### config.mk
export PLATFORM = sky130hd
export DESIGN_NAME = parametric_fifo_queue
export DESIGN_NICKNAME = d
export VERILOG_FILES = /design/src/rtl/parametric_fifo_queue_pkg.sv /design/src/rtl/parametric_fifo_queue_ptr_counter.sv /design/src/rtl/parametric_fifo_queue.sv
export SDC_FILE = /design/constraint.sdc
export NUM_CORES = 1
export LEC_CHECK = 0
export ABC_AREA = 1
export CORE_ASPECT_RATIO = 0.5
export CORE_MARGIN = 10
export CORE_UTILIZATION = 28
export DETAILED_ROUTE_END_ITERATION = 6
export HOLD_SLACK_MARGIN = 0.1
export PLACE_DENSITY = 0.5
export RECOVER_POWER = 100
export SLEW_MARGIN = 40
export SYNTH_ARGS = -nofsm -noshare
export SYNTH_HDL_FRONTEND = slang
export SYNTH_HIERARCHICAL = 1
export SYNTH_SLANG_ARGS = --single-unit
### constraint.sdc
create_clock -name clk_in -period 6 [get_ports clk_in]
set_clock_uncertainty 0.2 [all_clocks]
set_input_delay 1.8 -clock clk_in [delete_from_list [all_inputs] [get_ports clk_in]]
set_output_delay 1.8 -clock clk_in [all_outputs]
set_load 0.05 [all_outputs]
### src/rtl/parametric_fifo_queue_pkg.sv
// Shared sizing constants for the parametric FIFO queue.
// Threshold defaults live here so every instance derives them the same way.
package parametric_fifo_queue_pkg;

    localparam int BYTE_LEN_IN_BITS               = 8;
    localparam int DEFAULT_ENTRY_BYTES            = 8;
    localparam int DEFAULT_QUEUE_SIZE             = 16;
    localparam int DEFAULT_ALMOST_FULL_MARGIN     = 2;
    localparam int DEFAULT_ALMOST_EMPTY_THRESHOLD = 1;

endpackage

### src/rtl/parametric_fifo_queue_ptr_counter.sv
// Wrapping pointer for the FIFO storage array.
// Wrap from the last entry back to 0 is natural binary overflow.
module fifo_ptr_counter #(
    parameter int PTR_WIDTH_IN_BITS = 4
) (
    input  logic                         clk_in,
    input  logic                         reset_n_in,
    input  logic                         clear_in,
    input  logic                         increment_in,
    output logic [PTR_WIDTH_IN_BITS-1:0] ptr_out
);

    always_ff @(posedge clk_in) begin
        if (!reset_n_in) begin
            ptr_out <= '0;
        end else if (clear_in) begin
            ptr_out <= '0;
        end else if (increment_in) begin
            ptr_out <= ptr_out + 1'b1;
        end
    end

endmodule

### src/rtl/parametric_fifo_queue.sv
// Flop-based FIFO queue with occupancy-derived status flags and sticky
// overflow/underflow indicators.
module parametric_fifo_queue
    import parametric_fifo_queue_pkg::*;
#(
    parameter int SINGLE_ENTRY_WIDTH_IN_BITS = DEFAULT_ENTRY_BYTES * BYTE_LEN_IN_BITS,
    parameter int QUEUE_SIZE                 = DEFAULT_QUEUE_SIZE,
    parameter int QUEUE_PTR_WIDTH_IN_BITS    = $clog2(QUEUE_SIZE),
    parameter int ALMOST_FULL_THRESHOLD      = QUEUE_SIZE - DEFAULT_ALMOST_FULL_MARGIN,
    parameter int ALMOST_EMPTY_THRESHOLD     = DEFAULT_ALMOST_EMPTY_THRESHOLD
) (
    input  logic                                  clk_in,
    input  logic                                  reset_n_in,
    input  logic                                  flush_in,
    input  logic [SINGLE_ENTRY_WIDTH_IN_BITS-1:0] request_in,
    input  logic                                  request_valid_in,
    output logic                                  issue_ack_out,
    output logic [SINGLE_ENTRY_WIDTH_IN_BITS-1:0] request_out,
    output logic                                  request_valid_out,
    input  logic                                  issue_ack_in,
    output logic [QUEUE_PTR_WIDTH_IN_BITS:0]      occupancy_out,
    output logic                                  is_full_out,
    output logic                                  is_empty_out,
    output logic                                  almost_full_out,
    output logic                                  almost_empty_out,
    output logic                                  overflow_out,
    output logic                                  underflow_out
);

    localparam int OCC_W = QUEUE_PTR_WIDTH_IN_BITS + 1;
    localparam logic [OCC_W-1:0] FULL_COUNT   = OCC_W'(QUEUE_SIZE);
    localparam logic [OCC_W-1:0] AF_THRESHOLD = OCC_W'(ALMOST_FULL_THRESHOLD);
    localparam logic [OCC_W-1:0] AE_THRESHOLD = OCC_W'(ALMOST_EMPTY_THRESHOLD);

    logic [SINGLE_ENTRY_WIDTH_IN_BITS-1:0] storage [QUEUE_SIZE];
    logic [QUEUE_PTR_WIDTH_IN_BITS-1:0]    write_ptr;
    logic [QUEUE_PTR_WIDTH_IN_BITS-1:0]    read_ptr;
    logic [OCC_W-1:0]                      occupancy;
    logic                                  accept;
    logic                                  pop;

    // Full-and-pop still refuses the write so the ack never depends on issue_ack_in.
    assign accept = reset_n_in & request_valid_in & ~is_full_out & ~flush_in;
    assign pop    = request_valid_out & issue_ack_in & ~flush_in;

    assign issue_ack_out = accept;

    fifo_ptr_counter #(
        .PTR_WIDTH_IN_BITS (QUEUE_PTR_WIDTH_IN_BITS)
    ) u_write_ptr (
        .clk_in       (clk_in),
        .reset_n_in   (reset_n_in),
        .clear_in     (flush_in),
        .increment_in (accept),
        .ptr_out      (write_ptr)
    );

    fifo_ptr_counter #(
        .PTR_WIDTH_IN_BITS (QUEUE_PTR_WIDTH_IN_BITS)
    ) u_read_ptr (
        .clk_in       (clk_in),
        .reset_n_in   (reset_n_in),
        .clear_in     (flush_in),
        .increment_in (pop),
        .ptr_out      (read_ptr)
    );

    // Storage is left uncleared on reset/flush; the output mask hides stale data.
    always_ff @(posedge clk_in) begin
        if (accept) begin
            storage[write_ptr] <= request_in;
        end
    end

    always_ff @(posedge clk_in) begin
        if (!reset_n_in) begin
            occupancy <= '0;
        end else if (flush_in) begin
            occupancy <= '0;
        end else if (accept && !pop) begin
            occupancy <= occupancy + 1'b1;
        end else if (pop && !accept) begin
            occupancy <= occupancy - 1'b1;
        end
    end

    always_ff @(posedge clk_in) begin
        if (!reset_n_in) begin
            overflow_out  <= 1'b0;
            underflow_out <= 1'b0;
        end else begin
            if (request_valid_in && is_full_out) begin
                overflow_out <= 1'b1;
            end
            if (issue_ack_in && is_empty_out) begin
                underflow_out <= 1'b1;
            end
        end
    end

    assign occupancy_out     = occupancy;
    assign is_full_out       = (occupancy == FULL_COUNT);
    assign is_empty_out      = (occupancy == '0);
    assign almost_full_out   = (occupancy >= AF_THRESHOLD);
    assign almost_empty_out  = (occupancy <= AE_THRESHOLD);
    assign request_valid_out = ~is_empty_out;
    assign request_out       = request_valid_out ? storage[read_ptr] : '0;

endmodule

# After elaboration in Yosys (flattened, before gate mapping)
# Memory sizes are Yosys's and may differ from the RTL's. A register that Yosys moved wholly into a read port is not among the register bits.
# Cells that the tools add are included.
# totals
reg_bits,15
ramBits,1024
in_bits,69
out_inout_bits,77
wordCells,38
mem_count,1
# memory_table
name,words,word_bits,rd,rd_clocked_by_memory_dff,wr,line,source
storage,16,64,1,1,1,parametric_fifo_queue.sv:35,logic [SINGLE_ENTRY_WIDTH_IN_BITS-1:0] storage [QUEUE_SIZE];
# classes
n_addsub,4
order_cmp,2
eq_ne,1
n_mux,7
bitwise,9
n_reduce_logical,9
# op_table
op,n
64-bit two-way mux,1
5-bit two-way mux,2
4-bit by 1-bit adder with 4-bit output (second input constant),2
4-bit two-way mux,2
5-bit by 1-bit adder with 5-bit output (second input constant),1
1-bit AND,5
5-bit == test (second input constant),1
5-bit by 4-bit >= comparator with 1-bit output (second input constant),1
5-bit by 1-bit less-or-equal comparator with 1-bit output (second input constant),1
5-bit zero test,1
5-bit by 1-bit subtractor with 5-bit output (second input constant),1
1-bit logical AND,4
1-bit inverter,4
1-bit zero test,2
1-bit two-way mux,2
2-bit nonzero test,1
2-bit OR reduction,1

# Logic depth before layout (Yosys ltp)
# Gate-level depths: netlist of the first run.
# depth
depth_word,8
depth_mapped,14
depth_no_buf,13

# Hierarchy
# Netlist of the first run, hierarchy kept.
# by_module_without_submodules
module,n_inst,cells_per_inst,area_each_um2,seq_area_each_um2
parametric_fifo_queue,1,4092,43829.5,30889.6
fifo_ptr_counter,2,23,170.2,80.1

# Worst setup path after synthesis of the first run
# No wires, ideal clock.
# synth_path
path_kind,in2reg
from,input port reset_n_in
to,"memory storage[0][0] (netlist bit), enable pin"
setup_ns,0.487
t_arrival_ns,5.607
required_time_ns,5.313
path_slack_ns,-0.293
cell_stages,6
path_buffers,0
path_cell_list,inv_1 nor2_1 nand3_1 inv_1 nand3_1 nor2_1
# synth_via
elab_chain_len,5
# synth_lines
item,line,source
start: declaration,parametric_fifo_queue.sv:13,"input logic reset_n_in,"
1-bit AND (3 in series),parametric_fifo_queue.sv:43,assign accept = reset_n_in & request_valid_in & ~is_full_out & ~flush_in;
via issue_ack_out,parametric_fifo_queue.sv:17,"output logic issue_ack_out,"
1-bit two-way mux,parametric_fifo_queue.sv:70,if (accept) begin
1-bit two-way mux (not written as such),parametric_fifo_queue.sv:71,storage[write_ptr] <= request_in;
end: declaration,parametric_fifo_queue.sv:35,
# The timed path passes the listed nets, and every way through them passes these cells.

==> reports/summary.txt, run 1 <==
I/O pin cnt -> 146
Buffers on Ports -> 145
WL/cell -> 18.8 um
Syn Inst Count -> 4138
Top cell by count, worst path -> nand2_1
# H-tree levels -> 3
Clock Path Buffers -> 3
hpwl dp -> 63.3 mm
Die ar. -> 0.175 mm^2
Worst-path clk slew -> 0.06 ns
CP required -> 4.00 ns
failing checks -> max-capacitance violations, max-slew violations
number of synthesized flops with an enable pin -> 1024
relative slew slack -> -27.9%
max-cap viol count -> 10
antenna-violating nets left -> 0
CP max stage cell -> dlygate4sd3_1
crit end category -> output pin
syn_nets -> 4215
crit-path cells -> inv_16 > buf_16 > nand2_1 > nand2_1 > nand2_1 > nand3_1 > nand3_1 > a21oi_1 > dlygate4sd3_1
CTS Buf Count -> 105
part of the cycle the worst path needs -> 96.8%
CTS root buf -> clkbuf_16
CP Launch Type -> flop
smallest hold slack -> 0.265 ns
CP Class -> flop to output pin
vias in the first global route -> 28500
layout cells sized above 1 -> 5.94%
setup bufs post-CTS -> 0
FP Rows -> 102
max-slew violations -> 297
DRC -> 0
synthesized-area fraction occupied by adder cells -> 0.227%
NumNets Final -> 4338
Via density -> 4.50
commonest non-fill, non-tap cells in the layout -> 1557 x nand2_1, 1024 x edfxtp_1, 651 x nand3_1
cts hold-fix bufs -> 0
FMAX -> 172 MHz
CP top delay family -> buffers and inverters
all-layer global routing usage -> 13.4%
Most used DFF post-synth -> edfxtp_1
Die H -> 301 um
multiplexer share of the synthesized area -> 0%
P per Cell Area -> 295 mW/mm^2
status -> complete, but fails checks
gr ovfl total -> 0
CP arrival -> 3.81 ns
Post-Synth Simple-Gate Area -> 20.9%
Synth Area in XOR/XNOR -> 0.0198%
dpl cells -> 6233
sequential share of the synthesized area -> 70.3%
Async SR Flop Fraction -> 0%
synth unique cells -> 22
maximum VDD drop -> 0.199 mV
final setup violation count -> 0
post-synth top area share -> 69.6%
Routed WL -> 121 mm
Initial Util -> 28.4%
Skew-Pair Late Insertion Delay -> 0.69 ns
worst path bufs/invs -> 3
crit path time final -> 5.81 ns
Placeable Area -> 0.156 mm^2
CTS Sinks -> 1039
post-synth design cell area -> 0.0442 mm^2
area leader, netlist -> edfxtp_1
Worst Tran Pin Value -> 1.91 ns
Min-Delay Path Class -> flop to flop
largest net degree at the start of global routing -> 176
YS warnings -> 6
Syn-to-layout area delta -> 15.5%
Seq cells post-synth -> 1039
first-pass GRT wire length -> 181 mm
1st-pass router iterations -> 7
initial antenna violation count -> 22
max incr delay on CP -> 0.93 ns
post-synthesis compound-gate area fraction -> 1.01%
Vias -> 29000
CTS tree -> yes
Final Hold Viols -> 0
routability cong. -> 0.764
Die X -> 582 um
violation count after the first detailed-routing iteration -> 2268
Area contributors post-synth -> edfxtp_1 70%, nand2_1 13%, nand3_1 7.4%
unrepaired setup endpoints after global routing -> false
Leak -> 20.3 nW
post-cts sizing count -> 0
synthesized area per cell -> 10.7 um^2
most common library cell in the layout ignoring fill and taps -> nand2_1
crit path max fanout -> 128
Final Instance Count excl. Fillers -> 6428
main combinational cell family by area after synthesis -> simple AND/OR/NAND/NOR gates
logic make-up (layout without fill, tap and decap cells):
| kind of cell | after synthesis | after routing |
|---|---|---|
| simple gates | 2243 | 2243 |
| fa+ha+maj | 8 | 8 |
| buf+inv | 759 | 964 |
| xor+xnor | 1 | 1 |
| other cells | 0 | 5 |
| flops | 1039 | 1039 |
| compound gates | 88 | 88 |
Yosys cell counts (9+ instances only):
cell type  count
nand2_1     1557
dfxtp_1       15
nor2_1        29
buf_6         35
buf_2        129
inv_1        538
buf_4          9
nand3_1      651
buf_1         13
edfxtp_1    1024
a21oi_1       77
clkbuf_1      32
metrics by stage:
| stage | area, um^2 | TNS, ns | power [W] | setup slack (ns) | utilization, % |
|---|---|---|---|---|---|
| finish | 51000 | 0 | 0.0151 | 0.190 | 32.8 |
| global route | 51000 | 0 | 0.0156 | 0.0384 | 32.8 |
| CTS | 51400 | 0 | 0.0153 | 0.157 | 33.0 |
| detailed placement | 48200 | 0 | 0.00896 | 0.875 | 30.9 |
| global placement | 48100 | 0 | 0.00895 | 0.853 | 30.9 |
| floorplan | 44200 | -300.21 | 0.00858 | -0.293 | - |
worst paths after layout:
path                                     to  slack (ns)                          startpoint  cells after the start
hold reg to reg   overflow_out$_SDFFE_PN0P_        0.27           overflow_out$_SDFFE_PN0P_                      2
hold / removal    overflow_out$_SDFFE_PN0P_        0.27           overflow_out$_SDFFE_PN0P_                      2
setup reg to reg   storage[6][39]$_DFFE_PP_        1.57       occupancy_out[0]$_SDFFE_PP0P_                      9
setup / recovery            request_out[48]        0.19  u_read_ptr/ptr_out[0]$_SDFFE_PP0P_                      9
area by class of cell:
cell class              count  area, um^2
repair buffers            234        2160
clock inverters            55         470
multi-input cells        2340        9860
clock buffers             134        2780
flip-flops and latches   1039       31100
well taps                2080        2600
inverters                 541        2060
fillers                 15700      105000
diodes                      5        12.5
sequential cells by signal (all words and copies together) (netlist names):
name,flops
u_write_ptr/ptr_out,4
underflow_out,1
overflow_out,1
storage,1024
u_read_ptr/ptr_out,4
occupancy_out,5
worst reg2reg max path, cell delays in order, from the launching register on:
cell and delay, ns:
dfxtp_1 0.41, inv_1 0.16, ha_1 0.25, nand3_1 0.11, nand3_1 0.08, inv_1 0.11
clkbuf_1 0.50, nand3_1 0.35, nor2_1 1.23, clkbuf_2 0.64
routing by layer:
layer	global-route usage (%)	wire length (um)
met1	17.8	54700
met2	22.7	57000
met3	1.86	5580
met4	3.87	3260
met5	0	27
power by group:
group	internal, W	total [W]	switching (W)
clock network	0.00356	0.00629	0.00274
registers	0.00799	0.00800	0.00000838
logic	0.000190	0.000769	0.000578
total	0.0117	0.0151	0.00332
No activity file was read; power rests on OpenSTA's default activity.
==> run 2, diff against run 1 <==
- CELL_PAD_IN_SITES_DETAIL_PLACEMENT: default -> 0
- CELL_PAD_IN_SITES_GLOBAL_PLACEMENT: default -> 1
- PLACE_DENSITY: 0.5 -> 0.58
- SKIP_CTS_REPAIR_TIMING: default -> 1
==> run 2 against run 1 <==
  * The flow still finishes with violations (max-capacitance violations, max-slew violations)
  * Worst hold slack worse by 0.017 ns
  * Utilization is essentially flat
  * Cell count is essentially flat
  * Power increased by 0.95%
  * Global-route usage rose by 0.54 points
  * Sequential power barely moved
  * First-iteration DRC count fell by 2.0%
  * Fmax increased by 0.41%
  * Combinational power grew 1%
  * Clock power rose by 2%
  * Non-clock buffer count down 7
  * Critical path type unchanged
  * Largest cell class unchanged
  * Highest routed layer unchanged
==> reports/summary.txt, run 2 (synthesis results as in run 1) <==
status -> complete, but fails checks
failing checks -> max-capacitance violations, max-slew violations
1st-pass router iterations -> 5
Via density -> 4.48
Final Hold Viols -> 0
vias in the first global route -> 28100
Syn-to-layout area delta -> 15.6%
maximum VDD drop -> 0.207 mV
final setup violation count -> 0
Die ar. -> 0.175 mm^2
crit path max fanout -> 50
# H-tree levels -> 3
DRC -> 0
Worst Tran Pin Value -> 2.20 ns
met3 usage -> 2.03%
relative slew slack -> -46.8%
hpwl dp -> 64.2 mm
largest net degree at the start of global routing -> 162
layout cells sized above 1 -> 6.17%
Comb pwr share -> 5.1%
max-cap viol count -> 14
Internal Pwr Total -> 0.0118 W
all-layer global routing usage -> 13.9%
part of the power in registers -> 52.6%
NumNets Final -> 4334
part of the cycle the worst path needs -> 96.4%
CP arrival -> 3.79 ns
Buffers on Ports -> 145
CTS Buf Count -> 108
CP required -> 4.00 ns
Placeable Area -> 0.156 mm^2
max FFs per register -> 1024
crit path time final -> 5.79 ns
CP Launch Type -> flop
crit-path cells -> buf_4 > nand3_1 > nand3_1 > nand3_1 > a21oi_1 > dlygate4sd3_1
M1 GR Usage -> 18.8%
Worst-path clk slew -> 0.06 ns
Sw Ratio -> 22.4%
routability cong. -> 0.750
Initial Util -> 28.4%
post-layout util -> 32.8%
WL/cell -> 19.5 um
gr ovfl total -> 0
unrepaired setup endpoints after global routing -> false
violation count after the first detailed-routing iteration -> 2223
GRT met2 Usage -> 23.4%
Top cell by count, worst path -> nand3_1
commonest non-fill, non-tap cells in the layout -> 1557 x nand2_1, 1024 x edfxtp_1, 651 x nand3_1
Clock Path Buffers -> 3
Die X -> 582 um
Biggest register -> storage
smallest hold slack -> 0.248 ns
CTS Sinks -> 1039
most common library cell in the layout ignoring fill and taps -> nand2_1
CP top delay family -> buffers and inverters
Vias -> 28800
Clk pwr share -> 42.3%
FP Rows -> 102
Leak -> 20.3 nW
max-slew violations -> 444
I/O pin cnt -> 146
Skew-Pair Late Insertion Delay -> 0.69 ns
GR peak layer -> met2
worst path bufs/invs -> 2
setup_tns -> 0 ns
CP Class -> flop to output pin
antenna-violating nets left -> 0
initial antenna violation count -> 20
CTS root buf -> clkbuf_16
max incr delay on CP -> 0.95 ns
FMAX -> 173 MHz
fill count -> 15700
P per Cell Area -> 298 mW/mm^2
Die H -> 301 um
CTS tree -> yes
Routed WL -> 126 mm
Psw -> 0.00341 W
Min-Delay Path Class -> flop to flop
CP max stage cell -> dlygate4sd3_1
first-pass GRT wire length -> 187 mm
crit end category -> output pin
run 2: cell count changes in the layout (fill, tap and decap cells not counted), sizes merged, moves of 2 or more:
| cell | delta |
|---|---|
| dlymetal6s2s | +2 |
| clkdlybuf4s15 | +2 |
| diode | -2 |
| dlygate4sd3 | -14 |
| clkdlybuf4s50 | +2 |
| buf | -4 |
| clkinv | +13 |
| clkbuf | +4 |
run 2: worst min-delay path, delay by kind of cell (launching register included):
family                 cells  cell delay, ns
flip-flops                 1            0.31
AO/OA/AOI/OAI              1            0.05
buffers and inverters      1            0.04
run 2: metrics by stage:
step | setup WS [ns] | total power [W] | area, um^2 | std cells
floorplan | -0.293 | 0.00858 | 44200 | 4138
global placement | 0.828 | 0.00899 | 48300 | 6227
detailed placement | 0.878 | 0.00900 | 48300 | 6227
CTS | 0.122 | 0.0154 | 51600 | 6427
global route | 0.00601 | 0.0157 | 51000 | 6430
finish | 0.214 | 0.0152 | 51000 | 6430
run 2: final cells by class:
class	count	area (um^2)	area share (%)
Sequential cell	1039	31100	60.9
Multi-Input combinational cell	2340	9850	19.3
Clock buffer	133	2840	5.56
Tap cell	2080	2600	5.10
Timing Repair Buffer	227	2130	4.17
Inverter	541	2060	4.04
Clock inverter	67	488	0.956
Antenna cell	3	7.51	0.0147
run 2: power by group through the flow:
stage | logic (W) | clock network, W | registers (W)
detailed placement | 0.000843 | 0 | 0.00816
floorplan | 0.000420 | 0 | 0.00816
global placement | 0.000840 | 0 | 0.00815
global route | 0.000845 | 0.00689 | 0.00800
finish | 0.000778 | 0.00642 | 0.00800
CTS | 0.000847 | 0.00659 | 0.00800
run 2: layer usage:
metal | part of all wire [%] | wire length [um]
met2 | 47 | 59400
met3 | 4.0 | 5050
met5 | 0.030 | 38
met4 | 2.5 | 3110
met1 | 46 | 58000
run 2: final timing paths:
| check | start | end | slack, ns | cells past startpoint |
|---|---|---|---|---|
| hold / removal | underflow_out$_SDFFE_PN0P_ | underflow_out$_SDFFE_PN0P_ | 0.25 | 2 |
| setup / recovery | u_read_ptr/ptr_out[1]$_SDFFE_PP0P_ | request_out[4] | 0.21 | 6 |
| hold reg to reg | underflow_out$_SDFFE_PN0P_ | underflow_out$_SDFFE_PN0P_ | 0.25 | 2 |
| setup reg to reg | occupancy_out[0]$_SDFFE_PP0P_ | storage[2][39]$_DFFE_PP_ | 1.66 | 9 |
==> run 3, diff against run 2 <==
- GPL_TIMING_DRIVEN: default -> 0
==> run 3 against run 2 <==
  * The flow still finishes with violations (max-capacitance violations, max-slew violations)
  * Critical path type unchanged
  * Fmax decreased by 1.5%
  * Clock power is essentially flat
  * Sequential share of layout area shrank 1.5 points
  * Largest power group unchanged
  * Die area stayed put
  * Design area increased by 2.4%
==> reports/summary.txt, run 3 (synthesis results as in run 1) <==
routability cong. -> 0.779
Syn-to-layout area delta -> 18.4%
Worst-path clk slew -> 0.06 ns
crit-path cells -> buf_2 > buf_2 > buf_2 > nand3_1 > nand3_1 > nand3_1 > a21oi_1 > clkdlybuf4s50_1
unrepaired setup endpoints after global routing -> false
CP max stage cell -> clkdlybuf4s50_1
most common library cell in the layout ignoring fill and taps -> nand2_1
dpl cells -> 6454
1st-pass router iterations -> 5
Die ar. -> 0.175 mm^2
FMAX -> 170 MHz
violation count after the first detailed-routing iteration -> 3020
first-pass GRT wire length -> 210 mm
Min-Delay Path Class -> flop to flop
Critical Path Sink -> request_out[53]
status -> complete, but fails checks
NumNets Final -> 4558
crit path from -> u_read_ptr/ptr_out[1]$_SDFFE_PP0P_
max-slew violations -> 24
Via density -> 4.57
part of the cycle the worst path needs -> 97.9%
Routed WL -> 148 mm
Final Instance Count excl. Fillers -> 6648
I/O pin cnt -> 146
crit path max fanout -> 10
Skew-Pair Late Insertion Delay -> 0.69 ns
all-layer global routing usage -> 16.3%
Worst Tran Pin Value -> 1.67 ns
failing checks -> max-capacitance violations, max-slew violations
CP arrival -> 3.88 ns
# H-tree levels -> 3
max-cap viol count -> 2
Clock Path Buffers -> 3
Leak -> 21.1 nW
Biggest register -> storage
Die H -> 301 um
CTS Buf Count -> 105
CTS Sinks -> 1039
reg2reg setup slack -> 1.43 ns
fill count -> 15700
Final Hold Viols -> 0
Initial Util -> 28.4%
maximum VDD drop -> 0.236 mV
Buffers on Ports -> 145
layout cells sized above 1 -> 8.15%
CTS root buf -> clkbuf_16
max incr delay on CP -> 0.88 ns
P per Cell Area -> 292 mW/mm^2
antenna-violating nets left -> 0
Vias -> 30400
max FFs per register -> 1024
CTS tree -> yes
Die X -> 582 um
CP Class -> flop to output pin
WL/cell -> 22.2 um
crit end category -> output pin
gr ovfl total -> 0
CP Launch Type -> flop
reg2reg start -> occupancy_out[0]$_SDFFE_PP0P_
hpwl dp -> 103 mm
setup_tns -> 0 ns
Placeable Area -> 0.156 mm^2
FF-to-FF path depth -> 10
initial antenna violation count -> 16
CP required -> 4.00 ns
crit path time final -> 5.88 ns
relative slew slack -> -11.7%
DRC -> 0
final setup violation count -> 0
end of the worst register-to-register path -> storage[10][47]$_DFFE_PP_
commonest non-fill, non-tap cells in the layout -> 1557 x nand2_1, 1024 x edfxtp_1, 651 x nand3_1
largest net degree at the start of global routing -> 17
vias in the first global route -> 29400
FP Rows -> 102
run 3: cell count changes in the layout (fill, tap and decap cells not counted), sizes merged, moves of 2 or more:
cell and change:
buf +144, bufinv +3, clkbuf +54, clkdlybuf4s15 -2
clkinv -12, dlygate4sd3 +28
run 3: how the worst min path moves through the flow:
stage / from / to / cells after the start
after floorplan: u_read_ptr/ptr_out[0]$_SDFFE_PP0P_ / u_read_ptr/ptr_out[0]$_SDFFE_PP0P_ / 1
after global placement: overflow_out$_SDFFE_PN0P_ / overflow_out$_SDFFE_PN0P_ / 2
after detailed placement: overflow_out$_SDFFE_PN0P_ / overflow_out$_SDFFE_PN0P_ / 2
after CTS: overflow_out$_SDFFE_PN0P_ / overflow_out$_SDFFE_PN0P_ / 2
after global routing: overflow_out$_SDFFE_PN0P_ / overflow_out$_SDFFE_PN0P_ / 2
final: overflow_out$_SDFFE_PN0P_ / overflow_out$_SDFFE_PN0P_ / 2
run 3: per-layer routing:
| metal | GRT usage, % | wire [um] |
|---|---|---|
| met2 | 26.6 | 67600 |
| met3 | 2.99 | 9420 |
| met4 | 4.70 | 4160 |
| met5 | 0 | 68 |
| met1 | 22.3 | 66500 |
run 3: area by class of cell:
| type | count | area [um^2] | area share (%) |
|---|---|---|---|
| clock inverters | 57 | 493 | 0.943 |
| flip-flops and latches | 1039 | 31000 | 59.4 |
| inverters | 541 | 2040 | 3.89 |
| plain buffers | 218 | 1300 | 2.49 |
| multi-input cells | 2340 | 9810 | 18.8 |
| diodes | 4 | 10.0 | 0.0191 |
| well taps | 2080 | 2600 | 4.98 |
| clock buffers | 133 | 2780 | 5.31 |
| repair buffers | 236 | 2200 | 4.21 |
run 3: power breakdown:
| group | internal (W) | leakage (nW) | switching [W] | total [W] |
|---|---|---|---|---|
| combinational | 0.000202 | 10.2 | 0.000622 | 0.000823 |
| sequential | 0.00799 | 9.33 | 0.00000717 | 0.00800 |
| clock | 0.00364 | 1.60 | 0.00281 | 0.00645 |
| total | 0.0118 | 21.1 | 0.00344 | 0.0153 |
run 3: stage by stage:
stage | util [%] | setup slack, ns | hold slack (ns) | instance area, um^2 | total power [W]
after floorplan | - | -0.293 | 0.270 | 44200 | 0.00858
after global placement | 31.0 | -4.94 | 0.237 | 48200 | 0.00901
after detailed placement | 32.2 | -0.0985 | 0.244 | 50200 | 0.00902
after CTS | 34.3 | -0.106 | 0.253 | 53400 | 0.0154
after global routing | 33.6 | 0.00248 | 0.287 | 52300 | 0.0157
final | 33.6 | 0.123 | 0.249 | 52300 | 0.0153
run 3: critical path, delay by kind of cell, from the launching register on:
| family | cells | cell delay, ns |
|---|---|---|
| simple gates | 3 | 0.37 |
| compound gates | 1 | 0.34 |
| buf+inv | 4 | 2.01 |
| flops | 1 | 0.43 |
